--- src/rtl/demux_pkg.sv ---
// Shared constants and helpers for the 1-to-64 demultiplexer.
//   SEL_W / N_OUT     : full select width and lane count
//   GRP_SEL_W / GRP_N : per-stage select width and fan-out of each 1-to-8 stage
//   lane_mask()       : one-hot lane mask for a given select code
package demux_pkg;

    localparam int unsigned SEL_W     = 6;
    localparam int unsigned N_OUT     = 64;
    localparam int unsigned GRP_SEL_W = 3;
    localparam int unsigned GRP_N     = 8;

    function automatic logic [N_OUT-1:0] lane_mask(input logic [SEL_W-1:0] s);
        logic [N_OUT-1:0] m;
        m    = '0;
        m[s] = 1'b1;
        return m;
    endfunction

endpackage

--- src/rtl/demux_1to8.sv ---
// Combinational 1-to-8 demux stage.
//   in  : data to steer (DATA_W bits)
//   sel : destination lane 0..7
//   out : 8 lanes, lane k = out[k*DATA_W +: DATA_W]; unselected lanes are zero
module demux_1to8
    import demux_pkg::*;
#(
    parameter int unsigned DATA_W = 1
) (
    input  logic [DATA_W-1:0]       in,
    input  logic [GRP_SEL_W-1:0]    sel,
    output logic [GRP_N*DATA_W-1:0] out
);

    always_comb begin
        out = '0;
        for (int k = 0; k < int'(GRP_N); k++) begin
            if (sel == GRP_SEL_W'(k)) begin
                out[k*DATA_W +: DATA_W] = in;
            end
        end
    end

endmodule

--- src/rtl/demux_1to64.sv ---
// Registered 1-to-64 demultiplexer built from a two-level tree of 1-to-8 stages.
//   clk : system clock, rising edge
//   rst : synchronous reset, active-high, clears out
//   in  : data to steer (DATA_W bits)
//   sel : destination lane 0..63
//   out : registered lanes, lane k = out[k*DATA_W +: DATA_W], one cycle after in/sel
module demux_1to64
    import demux_pkg::*;
#(
    parameter int unsigned DATA_W = 1
) (
    input  logic                    clk,
    input  logic                    rst,
    input  logic [DATA_W-1:0]       in,
    input  logic [SEL_W-1:0]        sel,
    output logic [N_OUT*DATA_W-1:0] out
);

    // Group enables from level 1; each group carries the full data word.
    logic [GRP_N*DATA_W-1:0] grp;
    logic [N_OUT*DATA_W-1:0] out_d;
    logic [N_OUT*DATA_W-1:0] out_q;

    // Stage 0 is level 1 (upper select bits); stages 1..8 are level 2, one per group.
    for (genvar i = 0; i <= int'(GRP_N); i++) begin : g_stage
        if (i == 0) begin : g_lvl1
            demux_1to8 #(
                .DATA_W (DATA_W)
            ) u_demux (
                .in  (in),
                .sel (sel[SEL_W-1:GRP_SEL_W]),
                .out (grp)
            );
        end else begin : g_lvl2
            demux_1to8 #(
                .DATA_W (DATA_W)
            ) u_demux (
                .in  (grp[(i-1)*DATA_W +: DATA_W]),
                .sel (sel[GRP_SEL_W-1:0]),
                .out (out_d[(i-1)*GRP_N*DATA_W +: GRP_N*DATA_W])
            );
        end
    end

    always_ff @(posedge clk) begin
        if (rst) begin
            out_q <= '0;
        end else begin
            out_q <= out_d;
        end
    end

    assign out = out_q;

endmodule

--- config.mk ---
export PLATFORM = sky130hd
export DESIGN_NAME = demux_1to64
export DESIGN_NICKNAME = d
export VERILOG_FILES = /design/src/rtl/demux_pkg.sv /design/src/rtl/demux_1to8.sv /design/src/rtl/demux_1to64.sv
export SDC_FILE = /design/constraint.sdc
export NUM_CORES = 1
export LEC_CHECK = 0
export CAP_MARGIN = 15
export CORE_AREA = 3 3 68 70
export DETAILED_ROUTE_END_ITERATION = 10
export DIE_AREA = 0 0 71 73
export PLACE_DENSITY = 0.83
export SLEW_MARGIN = 20
export SYNTH_ARGS = -nofsm -noshare
export SYNTH_HDL_FRONTEND = slang
export SYNTH_SLANG_ARGS = --single-unit
--- constraint.sdc ---
create_clock -name clk -period 3.01 [get_ports clk]
set_clock_uncertainty 0.15 [all_clocks]
set_input_delay 0.602 -clock clk [delete_from_list [all_inputs] [get_ports clk]]
set_output_delay 0.602 -clock clk [all_outputs]
set_load 0.02 [all_outputs]
==> reports/summary.md, run 1 <==
## Min path
* Min-Delay Startpoint: sel[3]
* Hold Path Stages: 3
* worst-case hold path end point: out[1]
* path class of the lowest-slack min-delay path: input port to flop

## Pwr
* PwrDens: 573 nW/um^2
* Logic pwr share: 3.4%
* cell leakage power: 0.914 nW
* sequential group share of total power: 56.7%
* clock network fraction of design power: 39.9%
* Switching Share: 21.2%
* internal power component: 0.00118 W
* net switching power figure: 0.000318 W
* IR drop worst, VDD: 0.000381 V

## Setup path
* worst setup path class: flop to output pin
* Crit path largest cell delay: 0.61 ns
* cell family contributing the most delay on the critical path: buffers and inverters
* Worst Setup End Kind: output pin
* library cell contributing the largest single delay on the critical path: clkdlybuf4s50_1
* top fanout value on the critical path: 1
* data required time at the worst endpoint: 2.26 ns
* worst path buffer plus inverter count: 1
* cells along the critical path: clkdlybuf4s50_1
* arrival time worst endpoint: 1.27 ns
* kind of start point of the critical path: flop

## Global route
* pin count of the biggest net entering global routing: 10
* fraction of met3 tracks used by global routing: 10.3%
* gr busiest metal: met2
* first-pass GRT wire length: 6.18 mm
* fraction of met1 tracks used by global routing: 19.2%
* Total Routing Usage GR: 17.0%
* fraction of met2 tracks used by global routing: 25.1%
* global route overflow: 0
* antenna violations before repair: 0
* number of global-route vias before repair: 1203

## Floorplanning
* Placement Rows: 23
* placeable core area: 4030 um^2
* Die W: 71 um
* Starting Density: 43.7%
* die extent in y: 73 um
* number of I/O pins: 73
* die area: 5180 um^2

## Place
* number of buffer cells added on primary ports: 72
* final weighted congestion in routability-driven placement: 0.710
* cell count after placement: 266
* final HPWL from detailed placement: 2.82 mm

## Yosys
* sequential fraction of the synthesis area: 72.8%
* proportion of netlist area held by the largest area contributor: 72.8%
* number of flip-flops and latches in the synthesized netlist: 64
* yosys warns: 0
* synthesized cell area: 1760 um^2
* count of distinct cell types in the synthesized netlist: 11
* average size of a mapped cell: 11.1 um^2
* largest area contributor in the netlist: dfxtp_1
* Synth Net Count: 168
* main area contributors after synthesis: dfxtp_1 73%, nor2_1 14%, nand4bb_1 3.8%, nand4b_1 2.0%, or4b_1 1.7%
* gate count after technology mapping: 159

## Finish
* share of final-layout standard cells stronger than drive strength 1: 5.22%
* final instance count without filler cells: 280
* antenna diode instance count: 0
* area added between synthesis and finish: 48.9%
* commonest non-fill, non-tap cell in the layout: clkdlybuf4s50_1
* commonest non-fill, non-tap cells in the layout: 72 x clkdlybuf4s50_1, 64 x nor2_1, 64 x dfxtp_1
* flip-flop count of the largest register after layout: 64
* Total Nets Final: 236

## Clocking
* deepest level of the CTS H-tree: 3
* CTS Hold Buffers Added: 0
* Clock Sink Count: 64
* clock tree from TritonCTS: yes
* total setup buffers inserted after CTS: 0
* number of buffers created by CTS: 9
* Clock Root Buffer: clkbuf_8
* CTS max path bufs: 2
* clock transition at the registers of the reported paths: 0.06 ns
* Resize count post-CTS: 0

## Route
* count of nets left with antenna violations after detail routing: 0
* first drt pass iteration count: 4
* number of DRC violations after detailed routing: 0
* Iter 0 DRT Violations: 71
* post-DR vias/cell: 4.59
* average wire length per cell after detail routing: 14.7 um
* DRT Wirelength: 4.12 mm
* via count: 1286

## STA
* final sum of negative setup slack: 0 ns
* maximum clock rate: 495 MHz
* final max-slew violation count: 0
* final worst-path cycle share: 67.2%
* number of hold-slack violations in the final timing report: 0
* final critical path time including I/O delays and setup: 2.02 ns
* final count of negative-setup-slack endpoints: 0
* relative slew slack: 65.7%
* RSZ-0062 raised after global routing: no
* Worst-Margin Slew: 0.511 ns

## Run status
* outcome: finished clean

## Flow run
* number of violations of the max-capacitance limit: 0

-- area by class of cell --
class	count	area, um^2
fill	335	1410
sequential	64	1280
timing repair buffer	72	721
multi-input combinational	80	400
clock buffer	13	149
tap	50	62.6
clock inverter	1	5.00
-- synth_stat cells --
cell	count
dfxtp_1	64
nor2_1	64
clkbuf_1	8
nand4bb_1	6
buf_2	5
nand4b_1	4
or4b_1	3
buf_6	2
nand4_1	1
or4_1	1
or4b_4	1
-- per-stage QoR --
step | setup WS (ns) | utilization (%) | power [W] | hold slack [ns] | instance area [um^2]
final | 0.988 | 65.0 | 0.00150 | 1.04 | 2620
after global routing | 0.938 | 65.0 | 0.00155 | 1.07 | 2620
after CTS | 0.969 | 65.0 | 0.00151 | 1.03 | 2620
after detailed placement | 0.781 | 61.2 | 0.000920 | 1.25 | 2460
after global placement | 0.825 | 61.2 | 0.000919 | 1.25 | 2460
after floorplan | 1.33 | - | 0.000899 | 0.746 | 1760
-- worst max-delay path by stage --
stage	from	to	slack, ns	cells past startpoint
3_5_place_dp	sel[2]	out[16]	0.78	3
2_1_floorplan	sel[4]	out[7]	1.33	4
3_3_place_gp	sel[2]	out[56]	0.82	3
4_1_cts	out[62]	out[62]	0.97	1
6_report	out[62]	out[62]	0.99	1
5_1_grt	out[62]	out[62]	0.94	1
-- power groups by stage --
stage | sequential [W] | combinational, W | clock, W
final | 0.000851 | 0.0000513 | 0.000599
after global routing | 0.000850 | 0.0000545 | 0.000648
after CTS | 0.000851 | 0.0000510 | 0.000609
after detailed placement | 0.000869 | 0.0000509 | 0
after global placement | 0.000869 | 0.0000496 | 0
after floorplan | 0.000873 | 0.0000256 | 0
-- routing by layer --
layer	up-vias	wire (um)
met3	11	432
met4	0	68
li1	634	-
met1	580	1780
met2	61	1840
met5	-	0
-- cells by family after synthesis --
group         share of synthesized area (%)
flops                                  72.8
simple gates                           22.8
buf+inv                                4.41
Note: power is estimated with default switching activity, not from simulation.
==> run 2, diff against run 1 <==
--- a/config.mk
+++ b/config.mk
@@ -6,10 +6,10 @@
 export NUM_CORES = 1
 export LEC_CHECK = 0
 export CAP_MARGIN = 15
-export CORE_AREA = 3 3 68 70
+export CORE_AREA = 3 3 70 72
 export DETAILED_ROUTE_END_ITERATION = 10
-export DIE_AREA = 0 0 71 73
-export PLACE_DENSITY = 0.83
+export DIE_AREA = 0 0 73 75
+export PLACE_DENSITY = 0.79
 export SLEW_MARGIN = 20
 export SYNTH_ARGS = -nofsm -noshare
 export SYNTH_HDL_FRONTEND = slang
==> constraint.sdc (replaced) <==
create_clock -name clk -period 2.1 [get_ports clk]
set_clock_uncertainty 0.15 [all_clocks]
set_input_delay 0.42 -clock clk [delete_from_list [all_inputs] [get_ports clk]]
set_output_delay 0.42 -clock clk [all_outputs]
set_load 0.02 [all_outputs]
==> reports/summary.md, run 2 (synthesis gave the netlist of run 1 again) <==
## Global route
* first-pass GRT wire length: 6.13 mm
* global route overflow: 0
* gr busiest metal: met2
* Total Routing Usage GR: 15.6%
* number of global-route vias before repair: 1302
* fraction of met1 tracks used by global routing: 16.3%
* antenna violations before repair: 0
* pin count of the biggest net entering global routing: 12
* fraction of met3 tracks used by global routing: 5.74%
* fraction of met2 tracks used by global routing: 26.2%

## Setup path
* data required time at the worst endpoint: 1.53 ns
* Crit path largest cell delay: 0.60 ns
* cell family contributing the most delay on the critical path: buffers and inverters
* arrival time worst endpoint: 1.27 ns
* worst path buffer plus inverter count: 1
* Worst Setup End Kind: output pin
* worst setup path class: flop to output pin
* top fanout value on the critical path: 1
* library cell contributing the largest single delay on the critical path: clkdlybuf4s50_1
* cells along the critical path: clkdlybuf4s50_1
* kind of start point of the critical path: flop

## Clocking
* CTS max path bufs: 2
* Resize count post-CTS: 0
* Clock Sink Count: 64
* deepest level of the CTS H-tree: 3
* clock tree from TritonCTS: yes
* total setup buffers inserted after CTS: 0
* number of buffers created by CTS: 9
* CTS Hold Buffers Added: 0
* Clock Root Buffer: clkbuf_8
* clock transition at the registers of the reported paths: 0.07 ns

## Route
* DRT Wirelength: 3.93 mm
* average wire length per cell after detail routing: 13.6 um
* via count: 1317
* Iter 0 DRT Violations: 44
* post-DR vias/cell: 4.57
* first drt pass iteration count: 5
* count of nets left with antenna violations after detail routing: 0
* number of DRC violations after detailed routing: 0

## STA
* Min Hold Slack: 0.849 ns
* final count of negative-setup-slack endpoints: 0
* maximum clock rate: 544 MHz
* final worst slack: 0.263 ns
* final max-slew violation count: 0
* final worst-path cycle share: 87.5%
* relative slew slack: 70.9%
* final sum of negative setup slack: 0 ns
* number of hold-slack violations in the final timing report: 0
* RSZ-0062 raised after global routing: no
* final critical path time including I/O delays and setup: 1.84 ns
* Worst-Margin Slew: 0.434 ns

## Floorplanning
* placeable core area: 4350 um^2
* Starting Density: 40.4%
* Placement Rows: 24
* die area: 5480 um^2
* number of I/O pins: 73
* die extent in y: 75 um
* Die W: 73 um

## Pwr
* PwrDens: 868 nW/um^2
* IR drop worst, VDD: 0.000472 V
* post-layout total power: 0.00235 W
* cell leakage power: 0.953 nW

## Min path
* path class of the lowest-slack min-delay path: input port to flop

## Finish
* area added between synthesis and finish: 53.7%
* commonest non-fill, non-tap cell in the layout: clkdlybuf4s50_1
* final instance count without filler cells: 288
* antenna diode instance count: 0
* flip-flop count of the largest register after layout: 64
* Total Nets Final: 240
* share of final-layout standard cells stronger than drive strength 1: 8.90%
* commonest non-fill, non-tap cells in the layout: 72 x clkdlybuf4s50_1, 64 x nor2_1, 64 x dfxtp_1

## Place
* pre-CTS setup slack: 0.0589 ns
* number of buffer cells added on primary ports: 72
* final weighted congestion in routability-driven placement: 0.642
* cell count after placement: 272
* final HPWL from detailed placement: 2.87 mm

## Run status
* outcome: finished clean

## Flow run
* number of violations of the max-capacitance limit: 0

-- run 2: layer usage --
metal | wire length [um] | vias to the layer above | share of wire [%]
li1 | - | 645 | -
met1 | 1590 | 610 | 40
met2 | 1940 | 51 | 49
met3 | 300 | 11 | 7.6
met4 | 101 | 0 | 2.6
met5 | 0 | - | 0
-- run 2: path summary, 6_finish.rpt --
path | from | slack (ns) | cells past startpoint | to
max | out[50] | 0.26 | 1 | out[50]
min | sel[2] | 0.85 | 4 | out[45]
-- run 2: layout make-up --
type | instances | area, um^2
multi-input cells | 80 | 400
repair buffers | 76 | 751
fillers | 344 | 1650
flip-flops and latches | 64 | 1280
clock buffers | 11 | 151
well taps | 52 | 65.1
clock inverters | 5 | 55.1
-- run 2: power by group --
part,switching (W),internal (W)
registers,0.00000110,0.00122
logic,0.0000417,0.0000330
clock network,0.000446,0.000608
-- run 2: through the flow --
stage / util, % / instance area, um^2
floorplan: - / 1760
global placement: 57.4 / 2500
detailed placement: 57.4 / 2500
CTS: 62.1 / 2700
global route: 62.1 / 2700
finish: 62.1 / 2700
==> run 3, diff against run 2 <==
--- a/config.mk
+++ b/config.mk
@@ -6,10 +6,11 @@
 export NUM_CORES = 1
 export LEC_CHECK = 0
 export CAP_MARGIN = 15
-export CORE_AREA = 3 3 70 72
+export CORE_AREA = 3 3 68 70
 export DETAILED_ROUTE_END_ITERATION = 10
-export DIE_AREA = 0 0 73 75
-export PLACE_DENSITY = 0.79
+export DIE_AREA = 0 0 71 73
+export PLACE_DENSITY = 0.83
+export REMOVE_ABC_BUFFERS = 1
 export SLEW_MARGIN = 20
 export SYNTH_ARGS = -nofsm -noshare
 export SYNTH_HDL_FRONTEND = slang
==> constraint.sdc (replaced) <==
create_clock -name clk -period 2.4 [get_ports clk]
set_clock_uncertainty 0.15 [all_clocks]
set_input_delay 0.48 -clock clk [delete_from_list [all_inputs] [get_ports clk]]
set_output_delay 0.48 -clock clk [all_outputs]
set_load 0.02 [all_outputs]
==> reports/summary.md, run 3 (synthesis gave the netlist of run 1 again) <==
## Flow run
* number of violations of the max-capacitance limit: 0

## Finish
* area added between synthesis and finish: 49.9%
* antenna diode instance count: 0
* commonest non-fill, non-tap cells in the layout: 72 x clkdlybuf4s50_1, 64 x nor2_1, 64 x dfxtp_1
* Total Nets Final: 236
* flip-flop count of the largest register after layout: 64
* commonest non-fill, non-tap cell in the layout: clkdlybuf4s50_1
* share of final-layout standard cells stronger than drive strength 1: 5.65%
* area of all sequential standard cells: 1280 um^2
* number of fill cells: 335
* combined area of the multi-input logic cells: 400 um^2

## Run status
* outcome: finished clean

## Floorplanning
* Die W: 71 um
* number of I/O pins: 73
* Placement Rows: 23
* die area: 5180 um^2
* Starting Density: 43.7%
* placeable core area: 4030 um^2
* die extent in y: 73 um

## Setup path
* kind of start point of the critical path: flop
* cells along the critical path: clkdlybuf4s50_1
* worst path buffer plus inverter count: 1
* cell family contributing the most delay on the critical path: buffers and inverters
* data required time at the worst endpoint: 1.77 ns
* Worst Setup End Kind: output pin
* arrival time worst endpoint: 1.28 ns
* top fanout value on the critical path: 1
* Crit path largest cell delay: 0.63 ns
* worst setup path class: flop to output pin
* library cell contributing the largest single delay on the critical path: clkdlybuf4s50_1

## STA
* number of hold-slack violations in the final timing report: 0
* Worst-Margin Slew: 0.522 ns
* RSZ-0062 raised after global routing: no
* final max-slew violation count: 0
* final count of negative-setup-slack endpoints: 0
* maximum clock rate: 524 MHz
* relative slew slack: 65.0%
* final sum of negative setup slack: 0 ns
* final critical path time including I/O delays and setup: 1.91 ns
* final worst slack: 0.491 ns
* final worst-path cycle share: 79.5%

## Global route
* Total Routing Usage GR: 17.2%
* number of global-route vias before repair: 1223
* global route overflow: 0
* pin count of the biggest net entering global routing: 10
* first-pass GRT wire length: 6.34 mm
* antenna violations before repair: 0

## Clocking
* CTS Hold Buffers Added: 0
* Resize count post-CTS: 0
* clock tree from TritonCTS: yes
* deepest level of the CTS H-tree: 3
* Clock Sink Count: 64
* number of buffers created by CTS: 9
* total setup buffers inserted after CTS: 0
* clock transition at the registers of the reported paths: 0.06 ns
* CTS max path bufs: 2
* Clock Root Buffer: clkbuf_8

## Min path
* worst-case hold path end point: out[1]
* Hold Path Stages: 3
* Min-Delay Startpoint: sel[5]
* path class of the lowest-slack min-delay path: input port to flop

## Place
* final weighted congestion in routability-driven placement: 0.784
* final HPWL from detailed placement: 2.86 mm
* pre-CTS setup slack: 0.266 ns
* number of buffer cells added on primary ports: 72

## Route
* DRT Wirelength: 4.25 mm
* via count: 1290
* first drt pass iteration count: 4
* number of DRC violations after detailed routing: 0
* average wire length per cell after detail routing: 15.2 um
* count of nets left with antenna violations after detail routing: 0
* post-DR vias/cell: 4.61
* Iter 0 DRT Violations: 81

## Pwr
* cell leakage power: 0.923 nW
* IR drop worst, VDD: 0.000532 V
* PwrDens: 733 nW/um^2

[run 3: changes by cell type in the layout (fill, tap and decap cells not counted)]
cell	delta
bufinv_16	-1
clkbuf_1	+2
clkbuf_8	+1
clkinvlp_4	-2
buf_4	-4
clkinv_2	-2
[run 3: through the flow]
step	hold WS (ns)	utilization, %	cells	total power [W]	instance area, um^2
2_1_floorplan	0.550	-	144	0.00112	1680
5_1_grt	0.952	65.5	280	0.00199	2640
4_1_cts	0.916	65.5	280	0.00195	2640
3_5_place_dp	1.13	61.2	266	0.00115	2460
6_report	0.956	65.5	280	0.00193	2640
3_3_place_gp	1.13	61.2	266	0.00115	2460
[run 3: per-layer routing]
metal	track usage, %	vias to the layer above	part of all wire (%)
li1	-	636	-
met1	19.3	581	42
met2	26.8	64	47
met3	9.37	9	9.6
met4	8.35	0	1.4
met5	0	-	0
[run 3: how the worst max path moves through the flow]
| stage | start | to | depth (start not counted) |
|---|---|---|---|
| 2_1_floorplan | sel[2] | out[17] | 2 |
| 3_3_place_gp | sel[2] | out[17] | 3 |
| 5_1_grt | out[22] | out[22] | 1 |
| 3_5_place_dp | sel[2] | out[17] | 3 |
| 6_report | out[7] | out[7] | 1 |
| 4_1_cts | out[7] | out[7] | 1 |
[run 3: final cells by class]
cell class / instances / share of cell area (%)
Sequential cell: 64 / 48.6
Timing Repair Buffer: 72 / 27.3
Multi-Input combinational cell: 80 / 15.2
Clock buffer: 14 / 6.55
Tap cell: 50 / 2.37
[run 3: power by group]
group | internal, W | leakage, nW | total [W] | switching [W]
combinational | 0.0000267 | 0.319 | 0.0000656 | 0.0000389
sequential | 0.00107 | 0.516 | 0.00107 | 0.000000899
clock | 0.000449 | 0.0886 | 0.000800 | 0.000351
total | 0.00154 | 0.923 | 0.00193 | 0.000391
[run 3: worst min-delay path, cell delays in order]
cell	delay, ns
clkdlybuf4s50_1	0.61
or4b_4	0.25
nor2_1	0.05
